File: config.mk
export PLATFORM = sky130hd
export DESIGN_NAME = tt_proj_mux_ctrl
export DESIGN_NICKNAME = d
export VERILOG_FILES = /design/src/rtl/tt_proj_mux_ctrl.sv
export SDC_FILE = /design/constraint.sdc
export NUM_CORES = 1
export LEC_CHECK = 0
export BUFFER_PORTS_ARGS = -buffer_cell sky130_fd_sc_hd__buf_2
export CAP_MARGIN = 10
export CORE_AREA = 2 2 562 564
export DETAILED_ROUTE_END_ITERATION = 7
export DIE_AREA = 0 0 564 566
export GPL_ROUTABILITY_DRIVEN = 0
export PLACE_DENSITY_LB_ADDON = 0.15
export SETUP_SLACK_MARGIN = 0.5
export SLEW_MARGIN = 5
export SYNTH_ARGS = -nofsm -noshare
export SYNTH_HDL_FRONTEND = slang
export SYNTH_SLANG_ARGS = --single-unit
File: constraint.sdc
create_clock -name clk -period 5.9 [get_ports clk]
set_clock_uncertainty 0.1 [all_clocks]
set_input_delay 1.18 -clock clk [delete_from_list [all_inputs] [get_ports clk]]
set_output_delay 1.18 -clock clk [all_outputs]
set_load 0.005 [all_outputs]
File: src/rtl/tt_proj_mux_ctrl.sv
// Chip-side project selector: pulse-counted address, enable/reset sequencing,
// input routing to the selected project and output mux back to the pads.
module tt_proj_mux_ctrl #(
  parameter int N_PROJ  = 32,
  parameter int ADDR_W  = 5,
  parameter int RST_CYC = 4
) (
  input  logic                 clk,
  input  logic                 rst_n,
  input  logic                 sel_rst_n,
  input  logic                 sel_inc,
  input  logic                 sel_ena,
  input  logic                 pad_clk,
  input  logic                 pad_rst_n,
  input  logic [7:0]           pad_ui_in,
  input  logic [7:0]           pad_uio_in,
  input  logic [N_PROJ*24-1:0] proj_ow,
  output logic [N_PROJ*18-1:0] proj_iw,
  output logic [N_PROJ-1:0]    proj_ena,
  output logic [7:0]           pad_uo_out,
  output logic [7:0]           pad_uio_out,
  output logic [7:0]           pad_uio_oe,
  output logic [ADDR_W-1:0]    cur_addr,
  output logic                 running
);

  typedef enum logic [1:0] {IDLE, ARM, RUN, DRAIN} state_t;

  localparam int CNT_W = (RST_CYC > 2) ? $clog2(RST_CYC) : 1;
  localparam logic [ADDR_W-1:0] LAST_ADDR = ADDR_W'(N_PROJ - 1);

  logic [1:0]        rsel_q, rsel_d;
  logic [2:0]        inc_q, inc_d;
  logic [1:0]        ena_q, ena_d;
  state_t            state_q, state_d;
  logic [CNT_W-1:0]  cnt_q, cnt_d;
  logic [ADDR_W-1:0] addr_q, addr_d;
  logic              prst_q, prst_d;

  logic              clr_s, inc_rise, ena_s;
  logic [23:0]       sel_ow;

  // Bit [1] of each chain is the synchronised level; inc_q[2] is the previous level.
  always_comb begin
    rsel_d = {rsel_q[0], sel_rst_n};
    inc_d  = {inc_q[1:0], sel_inc};
    ena_d  = {ena_q[0], sel_ena};
  end

  assign clr_s    = ~rsel_q[1];
  assign inc_rise = inc_q[1] & ~inc_q[2];
  assign ena_s    = ena_q[1];

  always_comb begin
    state_d = state_q;
    cnt_d   = cnt_q;
    addr_d  = addr_q;
    case (state_q)
      IDLE: begin
        if (clr_s) begin
          addr_d = '0;
        end else if (inc_rise) begin
          addr_d = (addr_q == LAST_ADDR) ? '0 : addr_q + 1'b1;
        end
        if (ena_s) begin
          state_d = ARM;
          cnt_d   = CNT_W'(RST_CYC - 1);
        end
      end
      ARM: begin
        if (!ena_s) begin
          state_d = DRAIN;
          cnt_d   = CNT_W'(1);
        end else if (cnt_q == '0) begin
          state_d = RUN;
        end else begin
          cnt_d = cnt_q - 1'b1;
        end
      end
      RUN: begin
        if (!ena_s) begin
          state_d = DRAIN;
          cnt_d   = CNT_W'(1);
        end
      end
      DRAIN: begin
        if (cnt_q == '0) begin
          state_d = IDLE;
        end else begin
          cnt_d = cnt_q - 1'b1;
        end
      end
      default: state_d = IDLE;
    endcase
    // Project reset is released only while the next state is RUN, so DRAIN never sees it high.
    prst_d = (state_d == RUN) & pad_rst_n;
  end

  always_ff @(posedge clk or negedge rst_n) begin
    if (!rst_n) begin
      rsel_q  <= 2'b11;
      inc_q   <= 3'b000;
      ena_q   <= 2'b00;
      state_q <= IDLE;
      cnt_q   <= '0;
      addr_q  <= '0;
      prst_q  <= 1'b0;
    end else begin
      rsel_q  <= rsel_d;
      inc_q   <= inc_d;
      ena_q   <= ena_d;
      state_q <= state_d;
      cnt_q   <= cnt_d;
      addr_q  <= addr_d;
      prst_q  <= prst_d;
    end
  end

  // Unselected projects and an idle controller see all-zero input words.
  always_comb begin
    proj_ena = '0;
    proj_iw  = '0;
    sel_ow   = '0;
    if (state_q != IDLE) begin
      proj_ena[addr_q]                 = 1'b1;
      proj_iw[int'(addr_q) * 18 +: 18] = {pad_uio_in, pad_ui_in, prst_q, pad_clk};
    end
    if (state_q == RUN) begin
      sel_ow = proj_ow[int'(addr_q) * 24 +: 24];
    end
  end

  assign pad_uio_oe  = sel_ow[23:16];
  assign pad_uio_out = sel_ow[15:8];
  assign pad_uo_out  = sel_ow[7:0];
  assign cur_addr    = addr_q;
  assign running     = (state_q == RUN);

endmodule

[Yosys cells after proc, flatten, opt, wreduce, memory -nomap -nowiden]
Index checks and enable logic that the tools add are counted.
Storage, ports and cells
  bits in registers: 17
  input bits: 791
  output and inout port bits: 638
  word-level logic and storage cells: 54
Cells by class
  $add $sub $neg: 3
  multiply operators: 2
  magnitude comparators: 2
  eq/ne operators: 8
  shifts and indexed selects: 3
  muxes and demuxes: 19
  bitwise logic cells: 4
  reductions and logical operators: 6
Operators by type and width (number)
  variable part select 768 x 11 -> 24 bit: 1
  AND 576 bit: 1
  2-to-1 mux 576 bit: 1
  variable shift 18 x 33 -> 576 bit (first input constant): 1
  variable part select 18 x 33 -> 576 bit: 1
  negation 10 -> 33 bit: 1
  2-to-1 mux 32 bit: 1
  2-to-1 mux 24 bit: 1
  2-to-1 mux 2 bit: 9
  one-hot mux 2 bit (4 select lines): 2
  2-to-1 mux 5 bit: 3
  multiplier 5 x 4 -> 9 bit (second input constant): 1
  multiplier 5 x 2 -> 7 bit (second input constant): 1
  == test 2 bit (second input constant): 3
  < comparator 5 x 6 -> 1 bit (second input constant): 1
  adder 5 x 1 -> 5 bit (second input constant): 1
  demux 1 bit (select 5 bit): 1
  == test 5 bit (second input constant): 1
  greater-or-equal comparator 5 x 1 -> 1 bit (second input constant): 1
  zero test 2 bit: 2
  != test 2 bit (second input constant): 2
  AND reduction 2 bit: 2
  AND 1 bit: 2
  == test 2 x 1 -> 1 bit (second input constant): 1
  other kinds (6): 6

[Logic depth before layout (Yosys ltp)]
Gate-level depths: netlist of the first run.
  depth after elaboration: 6
  depth in mapped cells: 18
  gate-level depth less buffers: 15

[Worst setup path after synthesis of the first run]
No wires, ideal clock.
  path kind: flip-flop to output port
  start: reg addr_q[1] (netlist: cur_addr[1])
  end: out proj_iw[313]
  arrival: 4.253 ns
  required time: 4.620 ns
  path slack: 0.367 ns
  cell stages (with the launch flop): 19
  buffers on the path: 5
  cell sequence: dfrtp_1 > ha_1 > ha_1 > inv_1 > fa_1 > buf_4 > or3b_1 > buf_2 > nor3_2 > nand2_1 > inv_1 > ha_1 > clkbuf_1 > inv_2 > nor2_1 > clkbuf_1 > nand2_1 > clkbuf_1 > nor2_1
On the way
  cells in the longest elaborated chain, start to end: 5
  elaborated cells between the ends (all ways): 6
  classes of those cells: 1 x add/sub; 1 x mul; 2 x shift; 1 x mux; 1 x bitwise
Ends and longest elaborated chain
  from (decl): RTL line 37  | logic [ADDR_W-1:0] addr_q, addr_d;
  from (signal assigned): RTL line 114  | addr_q <= addr_d;
  multiplier 5 x 4 -> 9 bit (*): RTL line 126  | proj_iw[int'(addr_q) * 18 +: 18] = {pad_uio_in, pad_ui_in, prst_q, pad_clk};
  negation 10 -> 33 bit (*): RTL line 126
  variable part select 18 x 33 -> 576 bit / variable shift 18 x 33 -> 576 bit (equally long branches): RTL line 126
  AND 576 bit (no line) (*)
  2-to-1 mux 576 bit (*): RTL line 124  | if (state_q != IDLE) begin
  to (decl): RTL line 18  | output logic [N_PROJ*18-1:0] proj_iw,
Every way passes the cells marked *; elsewhere a longest branch is shown, timed or not.

[Final worst setup path of the first run]
  start: reg addr_q[1] (netlist: cur_addr[1])
  end: out proj_iw[3]
The elaborated chain is that of the path after synthesis.

==> results.ini, run 1 <==
[job]
cap_violations=0

[yosys]
synth_edf_count=0
synth_area_sq_um=14100
synth-seq-area-share_pct=3.03
synth_area_leaders=mux4_2, nor2_1, a22oi_1
synth_area_per_cell_sq_um=7.36
netlist_instances=1917
synth.distinct_cells=95
ys_ff_latch=17
synth_top_area_cell=mux4_2
synth_nets=2720
postSynth.asyncResetShare_pct=100
yosysWarnings=0
synthFlopType=dfrtp_1
synth_top_area_share_pct=32.6

[place]
dp_hpwl_um=215000
numPortBuffers=1428

[cells_and_area]
drive_gt1_share_pct=68.7
area_delta_synth_final_pct=140
fill_cells=36734
nNetsFinal=4415

[critical_path]
critPathKind=reg2out
critPathLaunchType=flip-flop
crit_fanout=8
worstPathRequired_ns=4.62
crit_arrival_ns=4.21
r2r_cells=8
cp-end-kind=output port

[power_and_ir_drop]
power.leakage_nw=13.3
ir_drop_v=0.000321
p_sw_mw=12.8
seq_power_share_pct=1.0
p_sw_share_pct=64.4
powerDensity_nw_per_um2=586
internal_power_mw=7.06
pwr-share-comb_pct=98.3
clock_power_share_pct=0.7

[timing]
rsz0062_at_grt=true
worstMarginPinSlew_ns=1.16
setup_tns_ns=0
period_share_pct=93.0
setup_viol=0
clock.fmax_mhz=182
hold_viol=0
maxSlewHeadroom_pct=23.0
hold_ws_ns=0.245
drv_slew=0
fin_crit_ns=5.49

[global_routing]
grt_pass1_vias=25794
grt_max_degree=111
grt_first_pass_wirelength_um=301000
overflow=0
grt.total_usage_pct=14.6
grt_antenna_before_repair=148

[floorplanning]
ios=1429
rows=206
die_w_um=564
core_region_area_sq_um=313000
die_h_um=566
die-area_sq_um=319000
start_util_pct=4.50

[hold_path]
hold_depth=0
hold_class=reg2reg

[drt]
drt_wl_total_um=253000
final_antenna_net_count=0
wl_per_cell_um=32.2
num_vias=25528
vias_per_cell=3.25
drtIter0Drc=1506
first_pass_iters=5
drc=0

[clock_network]
cts.sinks=17
cts_buffers=3
clockBufferDepth=2
htree_levels=1
cts_tree=built
clk_pin_slew_ns=0.06
clk_latency_ns=0.26
root_buffer=clkbuf_16

[outcome]
run_status=finished clean

==> layout make-up <==
type                    count  area [sq um]  share of cell area, %
flip-flops and latches     17           439                   1.30
clock buffers               4          78.8                  0.233
well taps                4160          5200                   15.4
inverters                  22          90.1                  0.266
multi-input cells        1676         14900                   44.0
diodes                     77           193                  0.570
repair buffers           1892         12900                   38.3
==> worst paths after layout <==
check                               to         from  slack [ns]
hold / removal                inc_q[1]     inc_q[0]        0.24
setup reg to reg           cur_addr[3]  cur_addr[1]        3.19
hold reg to reg               inc_q[1]     inc_q[0]        0.24
min in group asynchronous     cnt_q[1]        rst_n        0.76
max in group asynchronous  cur_addr[0]        rst_n        4.62
setup / recovery            proj_iw[3]  cur_addr[1]        0.41
==> per-layer routing <==
layer	part of all wire, %	track usage [%]
met5	0.12	0
met4	6.0	5.85
met3	5.9	2.76
met2	55	29.7
met1	32	14.0
==> through the flow <==
stage	util [%]	setup slack [ns]	power [mW]	cells	area, sq um
2_1_floorplan	-	0.578	6.82	1917	14100
3_5_place_dp	9.47	-0.147	16.0	7655	29700
6_report	10.8	0.412	19.8	7848	33800
4_1_cts	10.0	0.478	17.8	7697	31400
3_3_place_gp	9.47	-0.702	16.1	7655	29700
5_1_grt	10.8	0.321	20.6	7832	33800
==> flip-flops by register name, indices dropped and copies added (netlist names) <==
register / flops
prst_q: 1
ena_q: 2
cur_addr: 5
state_q: 2
rsel_q: 2
cnt_q: 2
inc_q: 3
==> cell families (layout without fill, tap and decap cells) <==
| logic type | after synthesis | after routing | share of synthesized area, % |
|---|---|---|---|
| buf+inv | 226 | 1918 | 6.94 |
| compound gates | 419 | 419 | 21.8 |
| simple gates | 1001 | 1003 | 31.7 |
| flops | 17 | 17 | 3.03 |
| other cells | 0 | 77 | 0 |
| fa+ha+maj | 13 | 13 | 1.19 |
| mux | 233 | 233 | 34.8 |
| xor+xnor | 8 | 8 | 0.550 |
==> critical path, stage by stage, from the launching register on <==
cell and delay [ns]:
dfrtp_4 0.51, ha_4 0.29, ha_4 0.13, inv_2 0.04
fa_2 0.54, or3b_4 0.41, nor3_4 0.22, nand2_2 0.10
inv_2 0.08, ha_4 0.23, buf_8 0.17, nand3_4 0.12
o32ai_2 0.23, buf_4 0.16, buf_4 0.11, a21oi_2 0.09
a211oi_4 0.25, buf_4 0.17, buf_12 0.09
==> power groups by stage <==
stage          Combinational [mW]  Sequential, mW  Clock (mW)
5_1_grt                      20.2           0.203       0.150
6_report                     19.5           0.199       0.143
2_1_floorplan                6.66           0.167           0
3_5_place_dp                 15.8           0.193           0
3_3_place_gp                 15.9           0.192           0
4_1_cts                      17.5           0.198       0.147
==> layout by cell type, fill, tap and decap left out, types with 37 or more instances in the layout <==
| cell type | netlist | layout |
|---|---|---|
| a21oi_1 | 64 | 37 |
| buf_12 | 0 | 113 |
| buf_4 | 4 | 326 |
| nor3_1 | 111 | 62 |
| diode_2 | 0 | 77 |
| nand2_1 | 98 | 81 |
| nor2_1 | 577 | 505 |
| nor2_2 | 12 | 59 |
| a22oi_1 | 144 | 130 |
| buf_6 | 2 | 58 |
| buf_2 | 80 | 1360 |
| mux4_2 | 204 | 204 |
| nand3_1 | 59 | 49 |
==> cells in the mapped netlist, types with 26 or more instances <==
cell type  number
a21oi_1        64
nand3_1        59
a22oi_1       144
buf_2          80
nand2_1        98
a41oi_1        26
nor4_1         42
clkbuf_1      113
mux4_2        204
o21ai_0        44
nor2_1        577
nor3_1        111
==> timing repair <==
item,in CTS,in global routing
endpoints found under the hold margin,0,0
gates resized for setup,254,294
buffers inserted,35,51
hold buffers,0,0
pin swaps,30,71
gates cloned,3,23
endpoints found under the setup margin,576,423
Note: power is estimated with default switching activity, not from simulation.
==> run 2, diff against run 1 <==
--- a/config.mk
+++ b/config.mk
@@ -12,6 +12,7 @@
 export DIE_AREA = 0 0 564 566
 export GPL_ROUTABILITY_DRIVEN = 0
 export PLACE_DENSITY_LB_ADDON = 0.15
+export REMOVE_ABC_BUFFERS = 1
 export SETUP_SLACK_MARGIN = 0.5
 export SLEW_MARGIN = 5
 export SYNTH_ARGS = -nofsm -noshare
==> results.ini, run 2 (synthesis gave the netlist of run 1 again) <==
[outcome]
run_status=finished clean

[global_routing]
grt_max_degree=107  ; -3.6%
grt.total_usage_pct=14.8  ; +0.22 points
overflow=0  ; unchanged
grt_first_pass_wirelength_um=307000  ; +1.7%
grt_pass1_vias=26110  ; +1.2%
grt_antenna_before_repair=135  ; -8.8%

[place]
dp_cells=7649  ; -0.078%
dp_slack_ns=-0.129  ; +0.0182 ns
numPortBuffers=1428  ; unchanged
dp_hpwl_um=219000  ; +1.8%

[cells_and_area]
fill_cells=36894  ; +0.44%
area_delta_synth_final_pct=128
nNetsFinal=4372  ; -0.97%
multi_input_area_sq_um=14200  ; -4.4%
drive_gt1_share_pct=65.9  ; -2.7 points
final_cell_mix=buf_2, nor2_1, buf_4, mux4_2, a22oi_1
layout_commonest_cell=buf_2
largest_reg_flops=5  ; unchanged
regArea_sq_um=439  ; unchanged
final_cell_count_no_fill=7856  ; +0.10%

[critical_path]
crit_arrival_ns=4.13  ; -0.08 ns
crit_fanout=7  ; -1
cp-end-kind=output port
critPathKind=reg2out
worstPathRequired_ns=4.62  ; about the same
critPathLaunchType=flip-flop

[drt]
drtIter0Drc=1798  ; +19%
final_antenna_net_count=0  ; unchanged
wl_per_cell_um=31.9  ; -0.84%
drc=0  ; unchanged
drt_wl_total_um=251000  ; -0.74%
num_vias=25695  ; +0.65%
vias_per_cell=3.27  ; +0.55%
first_pass_iters=5  ; unchanged

[clock_network]
cts_buffers=3  ; unchanged
htree_levels=1  ; unchanged
clk_pin_slew_ns=0.06  ; about the same
root_buffer=clkbuf_16
clockBufferDepth=2  ; unchanged
cts_tree=built
clk_latency_ns=0.25  ; about the same
cts.sinks=17  ; unchanged

[timing]
setup_viol=0  ; unchanged
worstMarginPinSlew_ns=1.02  ; -0.136 ns
worst_slack_ns=0.492  ; +0.0805 ns
setup_tns_ns=0  ; unchanged
clock.fmax_mhz=185  ; +1.5%
fin_crit_ns=5.41  ; -0.0805 ns
rsz0062_at_grt=true
maxSlewHeadroom_pct=32.0  ; +9.1 points
hold_ws_ns=0.253  ; +0.00864 ns
drv_slew=0  ; unchanged
hold_viol=0  ; unchanged
period_share_pct=91.7  ; -1.4 points

[power_and_ir_drop]
ir_drop_v=0.000342  ; +6.4%
p_total_mw=18.2  ; -8.0%
powerDensity_nw_per_um2=566  ; -3.4%
power.leakage_nw=12.6  ; -4.9%

[floorplanning]
die-area_sq_um=319000  ; unchanged
core_region_area_sq_um=313000  ; unchanged
die_h_um=566  ; unchanged
ios=1429  ; unchanged
rows=206  ; unchanged
start_util_pct=4.50  ; unchanged
die_w_um=564  ; unchanged

[job]
cap_violations=0  ; unchanged

[hold_path]
hold_class=reg2reg

run 2: changes by cell type in the layout (fill, tap and decap cells not counted), sizes merged:
cell,delta
diode,+51
buf,-28
clkbuf,-14
nand2,-2
bufbuf,-1
clkinv,+1
o21ai,+1
run 2: critical path, stage by stage (launching register included):
cell,delay (ns)
dfrtp_4,0.49
ha_4,0.28
ha_4,0.13
inv_2,0.04
fa_2,0.55
or3b_4,0.41
buf_6,0.15
nor3_4,0.24
mux2i_4,0.17
o21ai_4,0.31
buf_6,0.19
or3b_4,0.47
clkbuf_16,0.21
nor2_1,0.08
buf_2,0.12
run 2: worst paths after layout:
| path | cells past startpoint | to | start | slack, ns |
|---|---|---|---|---|
| max | 14 | proj_iw[114] | cur_addr[1] | 0.49 |
| min | 0 | inc_q[1] | inc_q[0] | 0.25 |
| max reg2reg | 8 | cur_addr[3] | cur_addr[1] | 3.45 |
| min reg2reg | 0 | inc_q[1] | inc_q[0] | 0.25 |
| max in group asynchronous | 1 | cur_addr[0] | rst_n | 4.61 |
| min in group asynchronous | 1 | cnt_q[0] | rst_n | 0.76 |
run 2: per-stage QoR:
step	utilization (%)	instance area, sq um
after floorplan	-	13200
after global placement	9.40	29500
after detailed placement	9.40	29500
after CTS	9.90	31000
after global routing	10.3	32200
final	10.3	32200
run 2: layer usage:
metal,wire [um],GRT usage [%],up-vias
li1,-,-,10806
met5,113,0,-
met1,85000,14.9,12942
met4,14100,6.53,16
met2,137000,29.4,1592
met3,14300,2.29,339
run 2: final cells by class:
cell class,instances,share of cell area [%]
Clock inverter,1,0.0155
Multi-Input combinational cell,1675,44.1
Inverter,22,0.276
Sequential cell,17,1.36
Tap cell,4160,16.2
Timing Repair Buffer,1850,36.8
Antenna cell,128,0.994
Clock buffer,3,0.233
run 2: what timing repair did:
item / in CTS / in global routing
hold buffers: 0 / 0
pin swaps: 30 / 22
cloned: 5 / 4
setup buffers: 41 / 25
endpoints found under the setup margin: 576 / 419
resized for setup: 208 / 126
run 2: power breakdown:
group	leakage (nW)	switching [mW]	internal, mW
combinational	12.4	11.6	6.31
sequential	0.200	0.0489	0.149
clock	0.0417	0.0515	0.0909
total	12.6	11.7	6.55
